**src/rtl/lsu_wb_stage_pkg.sv**
```systemverilog
// Shared types and defaults for the memory-access / writeback stage.
//   op_e    : instruction class from execute (NOP, ALU, LD, ST)
//   state_e : stage FSM states (IDLE, REQ, WAIT, WB)
//   LSU_DW / LSU_AW : default data/address width and register-file address width
package lsu_wb_stage_pkg;

  localparam int LSU_DW = 16;
  localparam int LSU_AW = 3;

  typedef enum logic [1:0] {
    OP_NOP = 2'd0,
    OP_ALU = 2'd1,
    OP_LD  = 2'd2,
    OP_ST  = 2'd3
  } op_e;

  typedef enum logic [1:0] {
    S_IDLE = 2'd0,
    S_REQ  = 2'd1,
    S_WAIT = 2'd2,
    S_WB   = 2'd3
  } state_e;

endpackage

```
**src/rtl/lsu_wb_stage.sv**
```systemverilog
// Memory-access / writeback stage between execute and an 8x16 register file.
//
// Accepts one instruction at a time from execute, runs the data-memory
// request/response handshake for loads and stores, and presents a registered
// single-cycle write to the register file.
//
// Optional build macro: LSU_TIMEOUT_EN
//   defined   : a 4-bit wait counter aborts an access after TIMEOUT cycles in
//               REQ/WAIT, sets the sticky err flag and returns to IDLE.
//   undefined : no counter, err tied 0, REQ/WAIT wait indefinitely.
//
// Ports
//   clk, rst              : clock (rising edge), asynchronous active-low reset
//   ex_valid/ex_ready     : execute handshake; transfer when both are high.
//                           ex_ready is high only in IDLE and depends only on
//                           state, so execute may hold ex_valid and its payload
//                           until the cycle it is accepted.
//   ex_op/ex_result/ex_sdata/ex_dst : instruction payload
//   mem_req/mem_we/mem_addr/mem_wdata/mem_gnt : memory request channel; request
//                           and its payload are held stable until mem_gnt
//   mem_rvalid/mem_rdata  : memory response (load data or store completion)
//   wb_en/wb_addr/wb_data/wb_is_ld/wb_mem_data : register-file write; payload
//                           holds its value while wb_en is low
//   busy                  : FSM is not in IDLE
//   err                   : sticky timeout flag
//   dbg_state             : current FSM state (state_e encoding)
module lsu_wb_stage
  import lsu_wb_stage_pkg::*;
#(
  parameter int DW      = LSU_DW,
  parameter int AW      = LSU_AW,
  parameter int TIMEOUT = 15
) (
  input  logic          clk,
  input  logic          rst,
  input  logic          ex_valid,
  output logic          ex_ready,
  input  logic [1:0]    ex_op,
  input  logic [DW-1:0] ex_result,
  input  logic [DW-1:0] ex_sdata,
  input  logic [AW-1:0] ex_dst,
  output logic          mem_req,
  output logic          mem_we,
  output logic [DW-1:0] mem_addr,
  output logic [DW-1:0] mem_wdata,
  input  logic          mem_gnt,
  input  logic          mem_rvalid,
  input  logic [DW-1:0] mem_rdata,
  output logic          wb_en,
  output logic [AW-1:0] wb_addr,
  output logic [DW-1:0] wb_data,
  output logic          wb_is_ld,
  output logic [DW-1:0] wb_mem_data,
  output logic          busy,
  output logic          err,
  output logic [1:0]    dbg_state
);

  state_e        state_q, state_d;
  op_e           op_q, op_d;
  logic [DW-1:0] addr_q, addr_d;     // ALU result or effective address
  logic [DW-1:0] sdata_q, sdata_d;
  logic [AW-1:0] dst_q, dst_d;
  logic [DW-1:0] rdata_q, rdata_d;

  logic          wb_en_q, wb_en_d;
  logic [AW-1:0] wb_addr_q, wb_addr_d;
  logic [DW-1:0] wb_data_q, wb_data_d;
  logic          wb_is_ld_q, wb_is_ld_d;
  logic [DW-1:0] wb_mem_data_q, wb_mem_data_d;

  op_e ex_op_e;
  assign ex_op_e = op_e'(ex_op);

`ifdef LSU_TIMEOUT_EN
  logic [3:0] cnt_q, cnt_d;
  logic       err_q, err_d;
`else
  // TIMEOUT only matters when the watchdog is built in.
  logic unused_timeout;
  assign unused_timeout = ^TIMEOUT;
`endif

  always_comb begin
    state_d = state_q;
    op_d    = op_q;
    addr_d  = addr_q;
    sdata_d = sdata_q;
    dst_d   = dst_q;
    rdata_d = rdata_q;
`ifdef LSU_TIMEOUT_EN
    cnt_d   = cnt_q;
    err_d   = err_q;
`endif

    case (state_q)
      S_IDLE: begin
        if (ex_valid) begin
          case (ex_op_e)
            OP_ALU: begin
              op_d    = OP_ALU;
              addr_d  = ex_result;
              dst_d   = ex_dst;
              state_d = S_WB;
            end
            OP_LD, OP_ST: begin
              op_d    = ex_op_e;
              addr_d  = ex_result;
              sdata_d = ex_sdata;
              dst_d   = ex_dst;
              state_d = S_REQ;
`ifdef LSU_TIMEOUT_EN
              cnt_d   = 4'd0;
`endif
            end
            default: ;  // NOP is accepted and dropped
          endcase
        end
      end
      S_REQ: begin
        if (mem_gnt) begin
          // Zero-latency memory may answer in the grant cycle.
          if (mem_rvalid) begin
            if (op_q == OP_LD) begin
              rdata_d = mem_rdata;
              state_d = S_WB;
            end else begin
              state_d = S_IDLE;
            end
          end else begin
            state_d = S_WAIT;
          end
        end
      end
      S_WAIT: begin
        if (mem_rvalid) begin
          if (op_q == OP_LD) begin
            rdata_d = mem_rdata;
            state_d = S_WB;
          end else begin
            state_d = S_IDLE;
          end
        end
      end
      default: state_d = S_IDLE;  // S_WB lasts exactly one cycle
    endcase

`ifdef LSU_TIMEOUT_EN
    // Abort only when this cycle would otherwise keep waiting; a response
    // arriving on the last allowed cycle still completes normally.
    if ((state_q == S_REQ || state_q == S_WAIT) &&
        (state_d == S_REQ || state_d == S_WAIT)) begin
      if (cnt_q == 4'(TIMEOUT - 1)) begin
        state_d = S_IDLE;
        err_d   = 1'b1;
      end else begin
        cnt_d = cnt_q + 4'd1;
      end
    end
`endif

    // WB is always left after one cycle, so state_d == S_WB marks entry.
    wb_en_d       = (state_d == S_WB);
    wb_addr_d     = wb_addr_q;
    wb_data_d     = wb_data_q;
    wb_is_ld_d    = wb_is_ld_q;
    wb_mem_data_d = wb_mem_data_q;
    if (state_d == S_WB) begin
      wb_addr_d     = dst_d;
      wb_data_d     = addr_d;
      wb_is_ld_d    = (op_d == OP_LD);
      wb_mem_data_d = (op_d == OP_LD) ? rdata_d : '0;
    end
  end

  always_ff @(posedge clk or negedge rst) begin
    if (!rst) begin
      state_q       <= S_IDLE;
      op_q          <= OP_NOP;
      addr_q        <= '0;
      sdata_q       <= '0;
      dst_q         <= '0;
      rdata_q       <= '0;
      wb_en_q       <= 1'b0;
      wb_addr_q     <= '0;
      wb_data_q     <= '0;
      wb_is_ld_q    <= 1'b0;
      wb_mem_data_q <= '0;
    end else begin
      state_q       <= state_d;
      op_q          <= op_d;
      addr_q        <= addr_d;
      sdata_q       <= sdata_d;
      dst_q         <= dst_d;
      rdata_q       <= rdata_d;
      wb_en_q       <= wb_en_d;
      wb_addr_q     <= wb_addr_d;
      wb_data_q     <= wb_data_d;
      wb_is_ld_q    <= wb_is_ld_d;
      wb_mem_data_q <= wb_mem_data_d;
    end
  end

`ifdef LSU_TIMEOUT_EN
  always_ff @(posedge clk or negedge rst) begin
    if (!rst) begin
      cnt_q <= 4'd0;
      err_q <= 1'b0;
    end else begin
      cnt_q <= cnt_d;
      err_q <= err_d;
    end
  end
  assign err = err_q;
`else
  assign err = 1'b0;
`endif

  assign ex_ready    = (state_q == S_IDLE);
  assign mem_req     = (state_q == S_REQ);
  assign mem_we      = (state_q == S_REQ) && (op_q == OP_ST);
  assign mem_addr    = addr_q;
  assign mem_wdata   = sdata_q;
  assign wb_en       = wb_en_q;
  assign wb_addr     = wb_addr_q;
  assign wb_data     = wb_data_q;
  assign wb_is_ld    = wb_is_ld_q;
  assign wb_mem_data = wb_mem_data_q;
  assign busy        = (state_q != S_IDLE);
  assign dbg_state   = state_q;

endmodule

```
**config.mk**
```make
export PLATFORM = sky130hd
export DESIGN_NAME = lsu_wb_stage
export DESIGN_NICKNAME = d
export VERILOG_FILES = /design/src/rtl/lsu_wb_stage_pkg.sv /design/src/rtl/lsu_wb_stage.sv
export SDC_FILE = /design/constraint.sdc
export NUM_CORES = 1
export LEC_CHECK = 0
export CORE_MARGIN = 5
export CORE_UTILIZATION = 60
export DETAILED_ROUTE_END_ITERATION = 8
export DONT_BUFFER_PORTS = 1
export PLACE_DENSITY_LB_ADDON = 0.2
export SYNTH_ARGS = -nofsm -noshare
export SYNTH_HDL_FRONTEND = slang
export SYNTH_SLANG_ARGS = --single-unit
```
**constraint.sdc**
```tcl
create_clock -name clk -period 2.64 [get_ports clk]
set_input_delay 0.528 -clock clk [delete_from_list [all_inputs] [get_ports clk]]
set_output_delay 0.528 -clock clk [all_outputs]
set_load 0.02 [all_outputs]
```
# Word level (Yosys, flattened, before mapping)

Index checks and enable logic that the tools add are counted.

Latch bits: 0
Logic and storage cells: 47
Register bits: 92
Memories kept: 0
Bits of input ports: 58
Memory bits (read-only): 0
Memory bits (writable): 0

Multipliers: 0
Muxes and demuxes: 21
Reduce and logical (&&, ||, !) cells: 6
Equality and inequality tests: 9
$add $sub $neg: 0
Order comparisons: 0
Shifts and indexed selects: 0
Bitwise logic cells: 0
Div/mod/pow operators: 0

Operators by type and width:

| operator                                                         | count |
|---|---|
| 16-bit 2-to-1 mux                                                | 7 |
| 16-bit one-hot mux with 2 select lines                           | 1 |
| 2-bit == test (second input constant)                            | 7 |
| 2-bit 2-to-1 mux                                                 | 7 |
| 3-bit 2-to-1 mux                                                 | 3 |
| 2-bit one-hot mux with 2 select lines                            | 2 |
| 2-bit one-hot mux with 3 select lines                            | 1 |
| 2-bit by 1-bit == test with 1-bit output (second input constant) | 2 |
| 3-bit AND reduction                                              | 1 |
| 3-bit OR reduction                                               | 1 |
| 2-bit logical NOT                                                | 1 |
| 2-bit nonzero test                                               | 1 |
| 2-bit OR reduction                                               | 1 |
| 1-bit logical AND                                                | 1 |

# Logic depth before layout (Yosys ltp)

Word-level depth: 7
Gate-level depth with buffers: 10
Depth with buffers taken out: 8

# Worst setup path after synthesis

No wires, ideal clock.

Path kind: reg-to-reg
From: register state_q[1], in the netlist dbg_state[1]
To: register wb_data_q[7], in the netlist wb_data[7]
Period minus slack after synthesis: 2.327 ns
Required time: 2.523 ns
Setup slack: 0.313 ns
Path buffers: 2
Data arrival time: 2.211 ns
Stages on the path, launching flop included: 10
Cells stage by stage: dfrtp_1 > inv_1 > ha_1 > inv_2 > a2111o_1 > a32o_2 > buf_2 > buf_6 > nand2_1 > nand2_1

Elaborated cells between the ends (all ways): 10
Those cells by class: 3 x eq/ne; 6 x mux; 1 x reduce/logical

RTL lines:

| what                                  | line                | text |
|---|---|---|
| start: declaration                    | lsu_wb_stage.sv:59  | `state_e state_q, state_d;` |
| start signal: assignment              | lsu_wb_stage.sv:190 | `state_q <= state_d;` |
| 2-bit logical NOT *                   | n/a                 |  |
| via ex_ready                          | lsu_wb_stage.sv:37  | `output logic ex_ready,` |
| 2-bit one-hot mux with 3 select lines | lsu_wb_stage.sv:96  | `case (state_q)` |
| 2-bit == test                         | lsu_wb_stage.sv:168 | `if (state_d == S_WB) begin` |
| end signal: assignment                | lsu_wb_stage.sv:198 | `wb_data_q <= wb_data_d;` |
| end: declaration                      | lsu_wb_stage.sv:68  | `logic [DW-1:0] wb_data_q, wb_data_d;` |

The timed path passes the listed nets; every way through them passes the cells marked *.
A chain may end at the register's enable or synchronous reset.

# Worst setup path in the final report

From: register state_q[0], in the netlist dbg_state[0]
To: register wb_data_q[12], in the netlist wb_data[12]

Longest elaborated chain between the ends: 4
Elaborated cells between the ends (all ways): 10
Those cells by class: 3 x eq/ne; 6 x mux; 1 x reduce/logical

RTL lines:

| what                                  | line                | text |
|---|---|---|
| 2-bit one-hot mux with 2 select lines | lsu_wb_stage.sv:99  | `case (ex_op_e)` |
| 2-bit 2-to-1 mux                      | lsu_wb_stage.sv:98  | `if (ex_valid) begin` |
| 2-bit one-hot mux with 3 select lines | lsu_wb_stage.sv:96  |  |
| 2-bit == test                         | lsu_wb_stage.sv:168 |  |

Several ways; a longest one is shown, not always the timed one.

==> impl_metrics.yaml <==
outcome:
  status: "finished with violations"
  violations: "hold timing"
layout:
  postLayoutCoreUtil: 0.6691
  final_common_cell: "dfrtp_1"
  nets: 366
  layout_common_cells: "dfrtp_1, nand2_1, mux2_2"
  drive_gt1_frac: 0.2168
  multi_input_area_um2: 1255
  final_area_um2: 3961
  seqCellArea_um2: 2302
  diodes: 0
  fillers: 457
  syn_to_final_growth_pct: 7.834
critical_path:
  cpMaxStageDelayCell: "dfrtp_1"
  cp-startpoint: "dbg_state[0]"
  worstPathRequired_ns: 2.89
  r2r-end: "wb_data[12]"
  r2r_slack_ns: 0.24
  worst-r2r-cell-count: 8
  worst_setup_path_end_kind: "flop"
  crit_arrival_ns: 2.65
  path_class: "flop to flop"
  max_stage_delay_ns: 0.54
  critPathMaxFanout: 20
  crit_end: "wb_data[12]"
  r2r_start: "dbg_state[0]"
  cp_common_cell: "nand2_1"
  cp_cell_sequence: "inv_1, ha_1, buf_4, o31ai_1, a32o_2, inv_2, nand2_1, nand2_1"
  start_kind: "flop"
logic_synthesis:
  syn_inst: 297
  ys_types: 33
  yosys.area_share.simple: 0.1090
  synth_top_family_by_area: "compound AO/OA/AOI/OAI gates"
  yosysTopAreaCellShare: 0.6267
  synth-warning-count: 0
  postSynthAreaPerCell_um2: 12.37
  yosys.area_share.xor_xnor: 0
  synth_fp_nets: 359
  synth_compound_area_frac: 0.1107
  yosysTopAreaCell: "dfrtp_1"
  yosys_register_bits: 92
  syn_area_um2: 3674
  muxShareOfSynthArea: 0.1073
  synthAdderAreaFrac: 0.01362
  yosys-top-cells-area: "dfrtp_1, mux2_2, nand2_1"
  synth_seq_area_share: 0.6267
timing:
  finClkSkew_ns: 0.01180
  drv_slew: 0
  fin_crit_ns: 2.403
  finalHoldViolations: 92
  worst_slew_pin_slew_ns: 0.5254
  max_freq_ghz: 0.4162
  final-setup-viol-count: 0
  hold-worst-slack_ns: -0.1407
  tns_ns: 0
  finalCritPeriodShare: 0.9101
  rsz0062_at_grt: "false"
  relSlewSlack: 0.6496
grt:
  antenna_found_initial: 0
  grt_pass1_wl_um: 11970
  grt_overflow_total: 0
  grt_use_total: 0.2025
  grt_pass1_vias: 2335
  grt_max_degree: 93
clock_network:
  cts-resized-gates: 0
  clkTransAtPathRegs_ns: 0.10
  clockBufferDepth: 2
  cts_root_buf: "clkbuf_8"
  htreeDepth: 3
  cts_buffers: 9
  cts_setup_buffers: 0
  cts_tree: "done"
  insertion_delay_ns: 0.35
  clock_sinks: 92
detailed_routing:
  maxUsedRoutingLayer: "met4"
  first_pass_iters: 4
  met2WireLength_um: 3521
  vias: 2268
  viasPerCell: 5.906
  drtIter0Drc: 112
  drc: 0
  wl_per_cell_um: 19.64
  wl_um: 7540
  ant_nets: 0
  wl_met3_um: 833
  met1_length_um: 3053
power:
  max-vdd-ir-drop_uv: 724.5
  p_per_area_nw_per_um2: 1336
  power_leakage_nw: 1.939
floorplan:
  core.rowCount: 28
  die_width_um: 88.25
  initial_core_util: 0.6205
  core_um2: 5921
  die_y_um: 88.25
  dieArea_um2: 7787
  io_pins: 134
flow_run:
  max_cap_violations: 0
placed_design:
  gp_congestion: 0.7953
  io_buffers: 0
  placed_area_um2: 3764
  hpwlAfterDp_um: 5318
hold_path:
  hold_class: "primary input to async pin"
-- how the worst min path moves through the flow --
stage | startpoint | end | slack [ns]
after floorplan | rst | dbg_state[0] | 0.23
after global placement | rst | mem_addr[3] | 0.23
after detailed placement | rst | mem_addr[3] | 0.23
after CTS | rst | wb_mem_data[6] | -0.16
after global routing | rst | mem_addr[3] | -0.17
final | rst | mem_addr[3] | -0.14
-- metal layers --
metal  GRT usage  up-vias
met5           0        -
met4     0.08929        0
met3     0.07821       13
met2      0.2998      103
met1      0.2673     1109
li1            -     1043
-- through the flow --
| step | cells | hold WS [ns] | power [mW] | setup WS [ns] |
|---|---|---|---|---|
| 6_report | 384 | -0.1407 | 5.291 | 0.2374 |
| 5_1_grt | 384 | -0.1708 | 5.637 | 0.01299 |
| 2_1_floorplan | 297 | 0.2324 | 3.985 | 0.3130 |
| 3_5_place_dp | 368 | 0.2348 | 4.396 | 0.2273 |
| 4_1_cts | 384 | -0.1582 | 5.342 | 0.2226 |
| 3_3_place_gp | 368 | 0.2346 | 4.324 | 0.3065 |
-- synth_stat cells --
cell type and count:
nand2b_1 1, conb_1 1, clkbuf_1 2, nand4b_2 1, nor3_1 1, nor2_4 1, nand3b_4 1, nor2b_1 4
buf_2 9, inv_1 8, nand2_1 71, buf_4 2, a21oi_1 3, a21o_1 1, dfrtp_1 92, ha_1 4
nand3_1 9, o31ai_1 4, o221ai_1 1, mux2_2 35, a221oi_1 3, o21ai_0 6, buf_6 1, and3_1 1
a221o_1 1, a2111o_1 1, a211o_1 1, o211ai_1 1, inv_2 2, a22o_1 26, a32o_2 1, o21a_1 1
o21ai_1 1
-- layout make-up --
| cell class | count | area share |
|---|---|---|
| Inverter | 10 | 0.009476 |
| Clock buffer | 9 | 0.03127 |
| Multi-Input combinational cell | 181 | 0.3168 |
| Clock inverter | 7 | 0.01864 |
| Timing Repair Buffer | 10 | 0.01895 |
| Tap cell | 75 | 0.02369 |
| Sequential cell | 92 | 0.5812 |
-- worst max-delay path, delay by kind of cell, from the launching register on --
family          cells  cell delay, ns
simple gates        2            0.19
compound gates      2            0.74
buf+inv             3            0.54
flops               1            0.54
fa+ha+maj           1            0.28
-- cell families after synthesis --
group / after synthesis
AOI/OAI and AO/OA: 51
DFF: 92
adders and majority gates: 4
and+or+nand+nor: 90
muxes: 35
buffers and inverters: 24
other: 1
-- registers in the layout, summed over array words and instances, names as in the netlist --
signal and count:
mem_addr 16, mem_wdata 16, rdata_q 16, wb_data 16, wb_mem_data 16, dst_q 3, wb_addr 3, dbg_state 2
op_q 2, wb_en 1, wb_is_ld 1
-- power by group --
group / switching, mW / internal (mW)
Combinational: 0.803 / 0.631
Sequential: 0.944 / 1.97
Clock: 0.504 / 0.443
Note: power is estimated with default switching activity, not from simulation.
